===== src/rtl/rc4_key_cracker_if.sv =====
// Handshake between the key-search controller and the RC4 test sequencer.
// The cracker side is the master: it launches tests and acknowledges verdicts.
interface rc4_key_cracker_if #(
  parameter int KEY_WIDTH = 24
);
  logic                 test_start;
  logic                 test_busy;
  logic                 test_message_valid;
  logic                 test_message_invalid;
  logic                 crack_ack;
  logic [KEY_WIDTH-1:0] key;

  modport master (
    output test_start, crack_ack, key,
    input  test_busy, test_message_valid, test_message_invalid
  );

  modport slave (
    input  test_start, crack_ack, key,
    output test_busy, test_message_valid, test_message_invalid
  );
endinterface


===== src/rtl/rc4_key_cracker.sv =====
// Brute-force RC4 key-search controller: launches one sequencer test per key,
// acks each verdict and steps the key until found, exhausted or stopped.
module rc4_key_cracker #(
  parameter int                   KEY_WIDTH  = 24,
  parameter logic [KEY_WIDTH-1:0] KEY_FIRST  = '0,
  parameter logic [KEY_WIDTH-1:0] KEY_LAST   = {2'b00, {(KEY_WIDTH-2){1'b1}}},
  parameter logic [KEY_WIDTH-1:0] KEY_STRIDE = {{(KEY_WIDTH-1){1'b0}}, 1'b1}
) (
  input  logic                 clk,
  input  logic                 nreset,
  input  logic                 start,
  input  logic                 stop,
  rc4_key_cracker_if.master    seq,
  output logic [KEY_WIDTH-1:0] keys_tried,
  output logic                 found,
  output logic                 exhausted,
  output logic                 busy
);

  typedef enum logic [3:0] {
    S_IDLE,
    S_LAUNCH,
    S_WAIT_BUSY,
    S_WAIT_RESULT,
    S_ACK,
    S_RELEASE,
    S_NEXT,
    S_FOUND,
    S_EXHAUSTED
  } state_t;

  localparam logic [KEY_WIDTH-1:0] TRIED_ONE = {{(KEY_WIDTH-1){1'b0}}, 1'b1};

  state_t               state_q;
  logic [KEY_WIDTH-1:0] key_q;
  logic [KEY_WIDTH-1:0] keys_tried_q;
  logic                 verdict_valid_q;
  logic                 abort_q;
  logic                 test_start_q;
  logic                 crack_ack_q;
  logic                 found_q;
  logic                 exhausted_q;
  logic                 busy_q;

  // One extra bit so the stride can never wrap back into the legal range.
  logic [KEY_WIDTH:0]   key_sum_d;
  logic                 seq_idle;

  assign key_sum_d = {1'b0, key_q} + {1'b0, KEY_STRIDE};
  assign seq_idle  = !seq.test_busy && !seq.test_message_valid && !seq.test_message_invalid;

  always_ff @(posedge clk) begin
    if (!nreset) begin
      state_q         <= S_IDLE;
      key_q           <= KEY_FIRST;
      keys_tried_q    <= '0;
      verdict_valid_q <= 1'b0;
      abort_q         <= 1'b0;
      test_start_q    <= 1'b0;
      crack_ack_q     <= 1'b0;
      found_q         <= 1'b0;
      exhausted_q     <= 1'b0;
      busy_q          <= 1'b0;
    end else begin
      test_start_q <= 1'b0;
      crack_ack_q  <= 1'b0;

      // A test already in flight is drained; stop only suppresses the next launch.
      if (stop && (state_q inside {S_LAUNCH, S_WAIT_BUSY, S_WAIT_RESULT, S_ACK, S_RELEASE}))
        abort_q <= 1'b1;

      case (state_q)
        S_IDLE, S_FOUND, S_EXHAUSTED: begin
          if (start) begin
            key_q        <= KEY_FIRST;
            keys_tried_q <= '0;
            found_q      <= 1'b0;
            exhausted_q  <= 1'b0;
            abort_q      <= 1'b0;
            busy_q       <= 1'b1;
            test_start_q <= 1'b1;
            state_q      <= S_LAUNCH;
          end
        end
        S_LAUNCH: state_q <= S_WAIT_BUSY;
        S_WAIT_BUSY: begin
          if (seq.test_busy)
            state_q <= S_WAIT_RESULT;
        end
        S_WAIT_RESULT: begin
          if (seq.test_message_valid || seq.test_message_invalid) begin
            // A contradictory verdict (both high) counts as invalid.
            verdict_valid_q <= seq.test_message_valid && !seq.test_message_invalid;
            crack_ack_q     <= 1'b1;
            state_q         <= S_ACK;
          end
        end
        S_ACK: begin
          if (keys_tried_q != '1)
            keys_tried_q <= keys_tried_q + TRIED_ONE;
          state_q <= S_RELEASE;
        end
        S_RELEASE: begin
          if (seq_idle) begin
            if (verdict_valid_q) begin
              found_q <= 1'b1;
              busy_q  <= 1'b0;
              state_q <= S_FOUND;
            end else if (abort_q || stop) begin
              exhausted_q <= 1'b1;
              busy_q      <= 1'b0;
              state_q     <= S_EXHAUSTED;
            end else begin
              state_q <= S_NEXT;
            end
          end
        end
        S_NEXT: begin
          if (stop || (key_sum_d > {1'b0, KEY_LAST})) begin
            exhausted_q <= 1'b1;
            busy_q      <= 1'b0;
            state_q     <= S_EXHAUSTED;
          end else begin
            key_q        <= key_sum_d[KEY_WIDTH-1:0];
            test_start_q <= 1'b1;
            state_q      <= S_LAUNCH;
          end
        end
        default: begin
          busy_q  <= 1'b0;
          state_q <= S_IDLE;
        end
      endcase
    end
  end

  assign seq.test_start = test_start_q;
  assign seq.crack_ack  = crack_ack_q;
  assign seq.key        = key_q;
  assign keys_tried     = keys_tried_q;
  assign found          = found_q;
  assign exhausted      = exhausted_q;
  assign busy           = busy_q;

endmodule


===== src/flat_wrapper.sv =====
// flat-port wrapper written by rule: the top's interface ports become plain ports
module rc4_key_cracker_flat 
#(
  parameter int                   KEY_WIDTH  = 24,
  parameter logic [KEY_WIDTH-1:0] KEY_FIRST  = '0,
  parameter logic [KEY_WIDTH-1:0] KEY_LAST   = {2'b00, {(KEY_WIDTH-2){1'b1}}},
  parameter logic [KEY_WIDTH-1:0] KEY_STRIDE = {{(KEY_WIDTH-1){1'b0}}, 1'b1}
)
  (clk, nreset, start, stop, keys_tried, found, exhausted, busy, seq_test_start, seq_crack_ack, seq_key, seq_test_busy, seq_test_message_valid, seq_test_message_invalid);
  rc4_key_cracker_if #(.KEY_WIDTH(KEY_WIDTH)) seq_i ();
  input  logic clk;
  input  logic nreset;
  input  logic start;
  input  logic stop;
  output logic [KEY_WIDTH-1:0] keys_tried;
  output logic found;
  output logic exhausted;
  output logic busy;
  output wire logic [$bits(seq_i.test_start)-1:0] seq_test_start;
  output wire logic [$bits(seq_i.crack_ack)-1:0] seq_crack_ack;
  output wire logic [$bits(seq_i.key)-1:0] seq_key;
  input wire logic [$bits(seq_i.test_busy)-1:0] seq_test_busy;
  input wire logic [$bits(seq_i.test_message_valid)-1:0] seq_test_message_valid;
  input wire logic [$bits(seq_i.test_message_invalid)-1:0] seq_test_message_invalid;
  assign seq_test_start = seq_i.test_start;
  assign seq_crack_ack = seq_i.crack_ack;
  assign seq_key = seq_i.key;
  assign seq_i.test_busy = seq_test_busy;
  assign seq_i.test_message_valid = seq_test_message_valid;
  assign seq_i.test_message_invalid = seq_test_message_invalid;
  rc4_key_cracker #(.KEY_WIDTH(KEY_WIDTH), .KEY_FIRST(KEY_FIRST), .KEY_LAST(KEY_LAST), .KEY_STRIDE(KEY_STRIDE)) u_core (.clk(clk), .nreset(nreset), .start(start), .stop(stop), .seq(seq_i), .keys_tried(keys_tried), .found(found), .exhausted(exhausted), .busy(busy));
endmodule

===== config.mk =====
export PLATFORM = sky130hd
export DESIGN_NAME = rc4_key_cracker_flat
export DESIGN_NICKNAME = d
export VERILOG_FILES = /design/src/rtl/rc4_key_cracker_if.sv /design/src/rtl/rc4_key_cracker.sv /design/src/flat_wrapper.sv
export SDC_FILE = /design/constraint.sdc
export NUM_CORES = 1
export LEC_CHECK = 0
export CORE_AREA = 2 2 88 111
export CTS_BUF_LIST = sky130_fd_sc_hd__clkbuf_4 sky130_fd_sc_hd__clkbuf_8 sky130_fd_sc_hd__clkbuf_16
export CTS_CLUSTER_DIAMETER = 120
export CTS_CLUSTER_SIZE = 10
export DETAILED_ROUTE_END_ITERATION = 10
export DIE_AREA = 0 0 90 113
export SYNTH_ARGS = -nofsm -noshare
export SYNTH_HDL_FRONTEND = slang
export SYNTH_SLANG_ARGS = --single-unit

===== constraint.sdc =====
create_clock -name clk -period 6.1 [get_ports clk]
set_clock_uncertainty 0.2 [all_clocks]
set_input_delay 0.915 -clock clk [delete_from_list [all_inputs] [get_ports clk]]
set_output_delay 0.915 -clock clk [all_outputs]
set_load 0.02 [all_outputs]

==> impl_summary.log, run 1 <==
INFO  metric tritoncts = done
INFO  metric number_of_diodes = 0
INFO  metric yosys.area.top_type = dfxtp_1
INFO  metric synth.ff_latch_count = 59
INFO  metric route.final.wire_length = 10600 um
INFO  metric syn_avg_cell_area = 8.161 um^2
INFO  metric critical_path_arrival = 3520 ps
INFO  metric grt_pass1_vias = 3511
INFO  metric postCtsSetupBuffers = 0
INFO  metric synth_top_cells_by_area = dfxtp_1 (33%), nor2_1 (5.7%), nand2_1 (4.2%)
INFO  metric drv.max_cap_violation_count = 0
INFO  metric total_track_usage = 21.11%
INFO  metric io_pins = 60
INFO  metric max-vdd-ir-drop = 0.0001556 V
INFO  metric critPathCaptureType = register
INFO  metric synth.lib_cells_used.distinct = 73
INFO  metric max-slew-margin-rel = 39.82%
INFO  metric clock_tree.buffer_depth = 2
INFO  metric postSynthNetCount = 450
INFO  metric synth_area = 0.003591 mm^2
INFO  metric finish.utilization = 48.50%
INFO  metric timing.hold.worst_path_depth = 2
INFO  metric num-nets-final = 497
INFO  metric clkTransAtPathRegs = 60 ps
INFO  metric core_region_area = 0.009076 mm^2
INFO  metric detail_route.first_pass.iterations = 5
INFO  metric grt_max_degree = 26
INFO  metric placement.io_buffers = 59
INFO  metric min-delay-start = u_core.exhausted
INFO  metric detail_route.drc_violations = 0
INFO  metric cts_root_buffer = clkbuf_16
INFO  metric routed_via_density = 5.807
INFO  metric tns = 0 ps
INFO  metric worst-path-max-fanout = 11
INFO  metric ys.warnings.count = 0
INFO  metric place_hpwl = 7368 um
INFO  metric final_period_minus_worst_setup_slack = 3447 ps
INFO  metric cts.hold.buffers_added = 0
INFO  metric r2r-start = u_core.seq.key[0]
INFO  metric number_of_hold_violations_in_the_final_report = 0
INFO  metric worst_skew_pair.late_latency = 330 ps
INFO  metric fp.dieH = 113 um
INFO  metric cts-resized-gates = 0
INFO  metric period_share = 56.50%
INFO  metric grt_setup_unrepaired = false
INFO  metric detail-route-antenna-nets = 0
INFO  metric synthToLayoutAreaGrowth = 22.58%
INFO  metric post_synthesis_instance_total = 440
INFO  metric antenna_found_initial = 0
INFO  metric synth_enable_flop_cells = 0
INFO  metric drive_above_1_share = 8.333%
INFO  metric cts.sinks = 59
INFO  metric placer_congestion = 0.9158
INFO  metric synth-seq-area-share = 32.89%
INFO  metric startpoint_to_endpoint_class_of_the_critical_path = register to register
INFO  metric yosys.area.top_type_share = 32.89%
INFO  metric most-common-layout-cells = clkdlybuf4s50_1 (59), dfxtp_1 (59), nor2_1 (55)
INFO  metric cp_data_required_time = 6170 ps
INFO  metric cts-buffers-inserted = 9
INFO  metric drt-initial-drc-count = 223
INFO  metric wl_per_cell = 17.24 um
INFO  metric pwr_density_cell = 250.8 mW/mm^2
INFO  metric die_area = 0.01017 mm^2
INFO  metric grt_remaining_overflow = 0
INFO  metric setup-violations-final = 0
INFO  metric synth-async-reset-ratio = 0%
INFO  metric die_x = 90 um
INFO  metric least_margin_pin_slew = 900.6 ps
INFO  metric route.vias.total = 3571
INFO  metric achievable-frequency = 0.2901 GHz
INFO  metric ys.flop_type = dfxtp_1
INFO  metric leakage = 1.348 nW
INFO  metric status = finished clean
INFO  metric wire_length_of_the_first_global_routing_pass = 17440 um
INFO  metric starting_utilization_of_the_core_area = 39.56%
INFO  metric h_tree_lvls = 3
INFO  metric hp-class = register to register
INFO  metric drv_slew = 0
INFO  metric worstSetupStartpointType = register
INFO  metric critPathLaunch = u_core.seq.key[0]
INFO  metric rr_worst_depth = 8
INFO  metric core.rowCount = 39
[critical path: stages (launching register included)]
cell and delay [ps]:
dfxtp_1 510, ha_1 440, nand4_2 270, nor3_2 380, xnor2_1 120, nor4_1 480
nand4_2 330, a21oi_4 410, o221a_1 240
[synth_stat cells (2+ instances only)]
library cell	n
nor3b_1	4
xnor2_1	17
inv_1	9
dfxtp_1	59
nor2_1	55
nand4b_1	4
o21ai_1	3
o21a_1	3
nor2b_1	2
o211ai_1	6
or3_1	6
or2_2	2
buf_12	2
nor4b_1	4
nand2_1	40
nand2b_1	2
clkbuf_8	9
nand4_2	2
a21oi_1	27
o21ai_0	21
or4_1	2
a21o_1	2
clkbuf_1	9
o31ai_1	3
xor2_1	7
o221a_1	8
and2_1	4
nor3_1	20
nor4_1	8
ha_1	3
buf_6	2
a211oi_1	4
nand4_1	7
a31oi_1	8
o21bai_1	2
o22ai_1	4
nand3_1	24
and4_1	6
and3_1	6
[sequential cells by signal, summed over array words and instances, names as in the netlist]
| register | count |
|---|---|
| u_core.keys_tried | 24 |
| u_core.seq.key | 24 |
| u_core.state_q | 4 |
| u_core.abort_q | 1 |
| u_core.busy | 1 |
| u_core.exhausted | 1 |
| u_core.found | 1 |
| u_core.seq.crack_ack | 1 |
| u_core.seq.test_start | 1 |
| u_core.verdict_valid_q | 1 |
[metal layers]
metal	wire, um	track usage, %	up-vias
met4	438	11.49	0
met1	4273	24.48	1657
li1	-	-	1710
met5	0	0	-
met2	5134	36.19	160
met3	756	4.794	44
[cell families (layout without fill, tap and decap cells)]
logic type,count (synthesis),count (layout),share of synthesized area (%)
simple gates,212,212,31.43
compound gates,107,107,20.84
flops,59,59,32.89
buf+inv,35,87,7.944
xor+xnor,24,24,5.854
fa+ha+maj,3,3,1.045
[power by group]
part	switching (W)	internal, W	leakage (nW)
Sequential	0.0000215	0.000400	0.476
Combinational	0.000114	0.0000582	0.721
Clock	0.000189	0.000321	0.150
Total	0.000325	0.000779	1.35
[cell type report]
| class | instances | area (um^2) |
|---|---|---|
| clock buffer | 10 | 232.7 |
| clock inverter | 6 | 66.31 |
| fill | 923 | 4674 |
| inverter | 10 | 37.54 |
| multi-input combinational | 346 | 2125 |
| sequential | 59 | 1181 |
| tap | 123 | 153.9 |
| timing repair buffer | 61 | 605.6 |
[final timing paths]
check | slack (ps) | endpoint
max | 2650 | u_core.seq.key[20]
min | 250 | u_core.exhausted
max reg2reg | 2650 | u_core.seq.key[20]
min reg2reg | 250 | u_core.exhausted
[stage by stage]
stage	total power (W)	cell area, um^2	setup WS, ps	hold WS [ps]	cells
floorplan	0.0005530	3591	3206	260.5	440
global placement	0.0006004	4103	2746	244.0	599
detailed placement	0.0006034	4103	2665	241.1	599
CTS	0.001112	4402	2715	251.2	615
global route	0.001153	4402	2467	284.2	615
finish	0.001104	4402	2653	249.5	615
No activity file was read; power rests on OpenSTA's default activity.
==> run 2: changes to the inputs <==
==> constraint.sdc (replaced) <==
create_clock -name clk -period 3.55 [get_ports clk]
set_clock_uncertainty 0.2 [all_clocks]
set_input_delay 0.5325 -clock clk [delete_from_list [all_inputs] [get_ports clk]]
set_output_delay 0.5325 -clock clk [all_outputs]
set_load 0.02 [all_outputs]
==> impl_summary.log, run 2 (synthesis gave the netlist of run 1 again) <==
INFO  metric cts_root_buffer = clkbuf_16
INFO  metric grt-busiest-layer = met2
INFO  metric place_hpwl = 7336 um
INFO  metric num-nets-final = 511
INFO  metric worst-path-max-fanout = 10
INFO  metric drv_slew = 0
INFO  metric tns = 0 ps
INFO  metric die_x = 90 um
INFO  metric detail_route.drc_violations = 0
INFO  metric power_report.internal_total = 0.001453 W
INFO  metric least_margin_pin_slew = 765.8 ps
INFO  metric report.power.total = 0.001997 W
INFO  metric number_of_hold_violations_in_the_final_report = 0
INFO  metric fp.dieH = 113 um
INFO  metric slowest_stage = dfxtp_1
INFO  metric number_of_diodes = 0
INFO  metric h_tree_lvls = 3
INFO  metric cts.sinks = 59
INFO  metric cts.hold.buffers_added = 0
INFO  metric dpl_worst_slack = 252.2 ps
INFO  metric critical_path_arrival = 3400 ps
INFO  metric grt_setup_unrepaired = false
INFO  metric wire_length_of_the_first_global_routing_pass = 17360 um
INFO  metric starting_utilization_of_the_core_area = 39.56%
INFO  metric cpPeakStageDelay = 510 ps
INFO  metric detail_route.first_pass.iterations = 5
INFO  metric clock_power_share = 47.8%
INFO  metric period_share = 95.41%
INFO  metric drv.max_cap_violation_count = 0
INFO  metric routed_via_density = 5.814
INFO  metric core.rowCount = 39
INFO  metric worst_skew_pair.late_latency = 330 ps
INFO  metric max-vdd-ir-drop = 0.0002521 V
INFO  metric share_seq_of_total_power = 36.3%
INFO  metric achievable-frequency = 0.2952 GHz
INFO  metric total_track_usage = 21.11%
INFO  metric critical_path.n_buffers_inverters = 0
INFO  metric pwr_density_cell = 438.2 mW/mm^2
INFO  metric setup-violations-final = 0
INFO  metric core_region_area = 0.009076 mm^2
INFO  metric sequential_cell_area = 0.001181 mm^2
INFO  metric most-common-layout-cells = clkdlybuf4s50_1 (59), dfxtp_1 (59), nor2_1 (55)
INFO  metric critical-path-top-delay-family = simple AND/OR/NAND/NOR gates
INFO  metric layout.filler_cells = 904
INFO  metric io_pins = 60
INFO  metric clkTransAtPathRegs = 50 ps
INFO  metric die_area = 0.01017 mm^2
INFO  metric placer_congestion = 0.9070
INFO  metric groute.layer.met3.usage = 5.260%
INFO  metric critPathCaptureType = register
INFO  metric antenna_found_initial = 0
INFO  metric grt_max_degree = 26
INFO  metric hp-class = register to register
INFO  metric share_comb_of_total_power = 16.0%
INFO  metric startpoint_to_endpoint_class_of_the_critical_path = register to register
INFO  metric timing.critical_path.mode_cell = nand4_2
INFO  metric detail-route-antenna-nets = 0
INFO  metric drive_above_1_share = 11.07%
INFO  metric cts-buffers-inserted = 9
INFO  metric grt_pass1_vias = 3481
INFO  metric layoutNonFillerInstCount = 629
INFO  metric crit_chain = ha_1 -> nand4_2 -> nor3_2 -> xnor2_1 -> nor4_2 -> nand4_2 -> and3_1 -> o221a_1
INFO  metric leakage = 1.434 nW
INFO  metric max-slew-margin-rel = 48.76%
INFO  metric worstSetupStartpointType = register
INFO  metric placed_cells_incl_taps = 611
INFO  metric use_met1 = 24.30%
INFO  metric clock_tree.buffer_depth = 2
INFO  metric total_switching_power = 0.0005439 W
INFO  metric grt_remaining_overflow = 0
INFO  metric wl_per_cell = 17.11 um
INFO  metric drt-initial-drc-count = 280
INFO  metric final_period_minus_worst_setup_slack = 3387 ps
INFO  metric footprint_of_the_multi_input_gates = 0.002141 mm^2
INFO  metric grtUsageMet2 = 36.54%
INFO  metric route.final.wire_length = 10760 um
INFO  metric tritoncts = done
INFO  metric cp_data_required_time = 3570 ps
INFO  metric final_critical_path_setup_slack = 162.9 ps
INFO  metric power_switching_share = 27.24%
INFO  metric status = finished clean
INFO  metric placement.io_buffers = 59
INFO  metric synthToLayoutAreaGrowth = 26.90%
INFO  metric route.vias.total = 3657
[run 2: cell count changes in the layout (fill, tap and decap cells not counted)]
cell,delta
buf_4,+12
clkinv_4,-3
clkbuf_8,+2
and4_2,+1
buf_12,+1
bufinv_16,+1
clkbuf_4,-1
clkinv_2,+1
nor4_1,-1
nor4_2,+1
[run 2: path summary, 6_finish.rpt]
path / depth (start not counted) / end / startpoint / slack (ps)
setup / recovery: 8 / u_core.seq.key[11] / u_core.seq.key[1] / 160
hold / removal: 2 / u_core.exhausted / u_core.exhausted / 250
setup reg to reg: 8 / u_core.seq.key[11] / u_core.seq.key[1] / 160
hold reg to reg: 2 / u_core.exhausted / u_core.exhausted / 250
[run 2: power by group through the flow]
stage	registers, W	logic [W]	clock network (W)
floorplan	0.000733	0.000218	0
global placement	0.000737	0.000301	0
detailed placement	0.000737	0.000305	0
CTS	0.000723	0.000307	0.000973
global route	0.000728	0.000360	0.00100
finish	0.000724	0.000319	0.000954
[run 2: per-stage QoR]
step           hold WS, ps  util (%)  area, um^2
6_report             252.9     50.21        4557
5_1_grt              315.1     50.21        4557
4_1_cts              252.6     49.81        4521
3_5_place_dp         244.3     46.20        4193
3_3_place_gp         242.4     46.20        4193
2_1_floorplan        260.5         -        3591
[run 2: layer usage]
layer  routed length (um)  part of all wire [%]
met1                 4335                    40
met2                 5437                    51
met3                  708                   6.6
met4                  280                   2.6
met5                    0                     0
[run 2: layout make-up]
| class | count | share of cell area (%) |
|---|---|---|
| multi-input combinational | 347 | 46.98 |
| sequential | 59 | 25.92 |
| timing repair buffer | 74 | 15.71 |
| clock buffer | 11 | 5.546 |
| tap | 123 | 3.377 |
| clock inverter | 5 | 1.647 |
| inverter | 10 | 0.8237 |
[run 2: tightest hold or removal path, stage by stage (launching register included)]
cell,delay (ps)
dfxtp_1,310
inv_1,50
a21oi_1,50
[run 2: timing repair]
action	in CTS	in global routing
setup buffers	0	1
resized for setup	0	1
setup endpoints to repair	0	9
hold endpoints to repair	0	0
==> run 3: changes to the inputs <==
--- a/config.mk
+++ b/config.mk
@@ -11,6 +11,7 @@
 export CTS_CLUSTER_SIZE = 10
 export DETAILED_ROUTE_END_ITERATION = 10
 export DIE_AREA = 0 0 90 113
+export SLEW_MARGIN = 10
 export SYNTH_ARGS = -nofsm -noshare
 export SYNTH_HDL_FRONTEND = slang
 export SYNTH_SLANG_ARGS = --single-unit
==> results of run 3 <==
No change in the layout: final DEF, timing and power equal those of run 2.
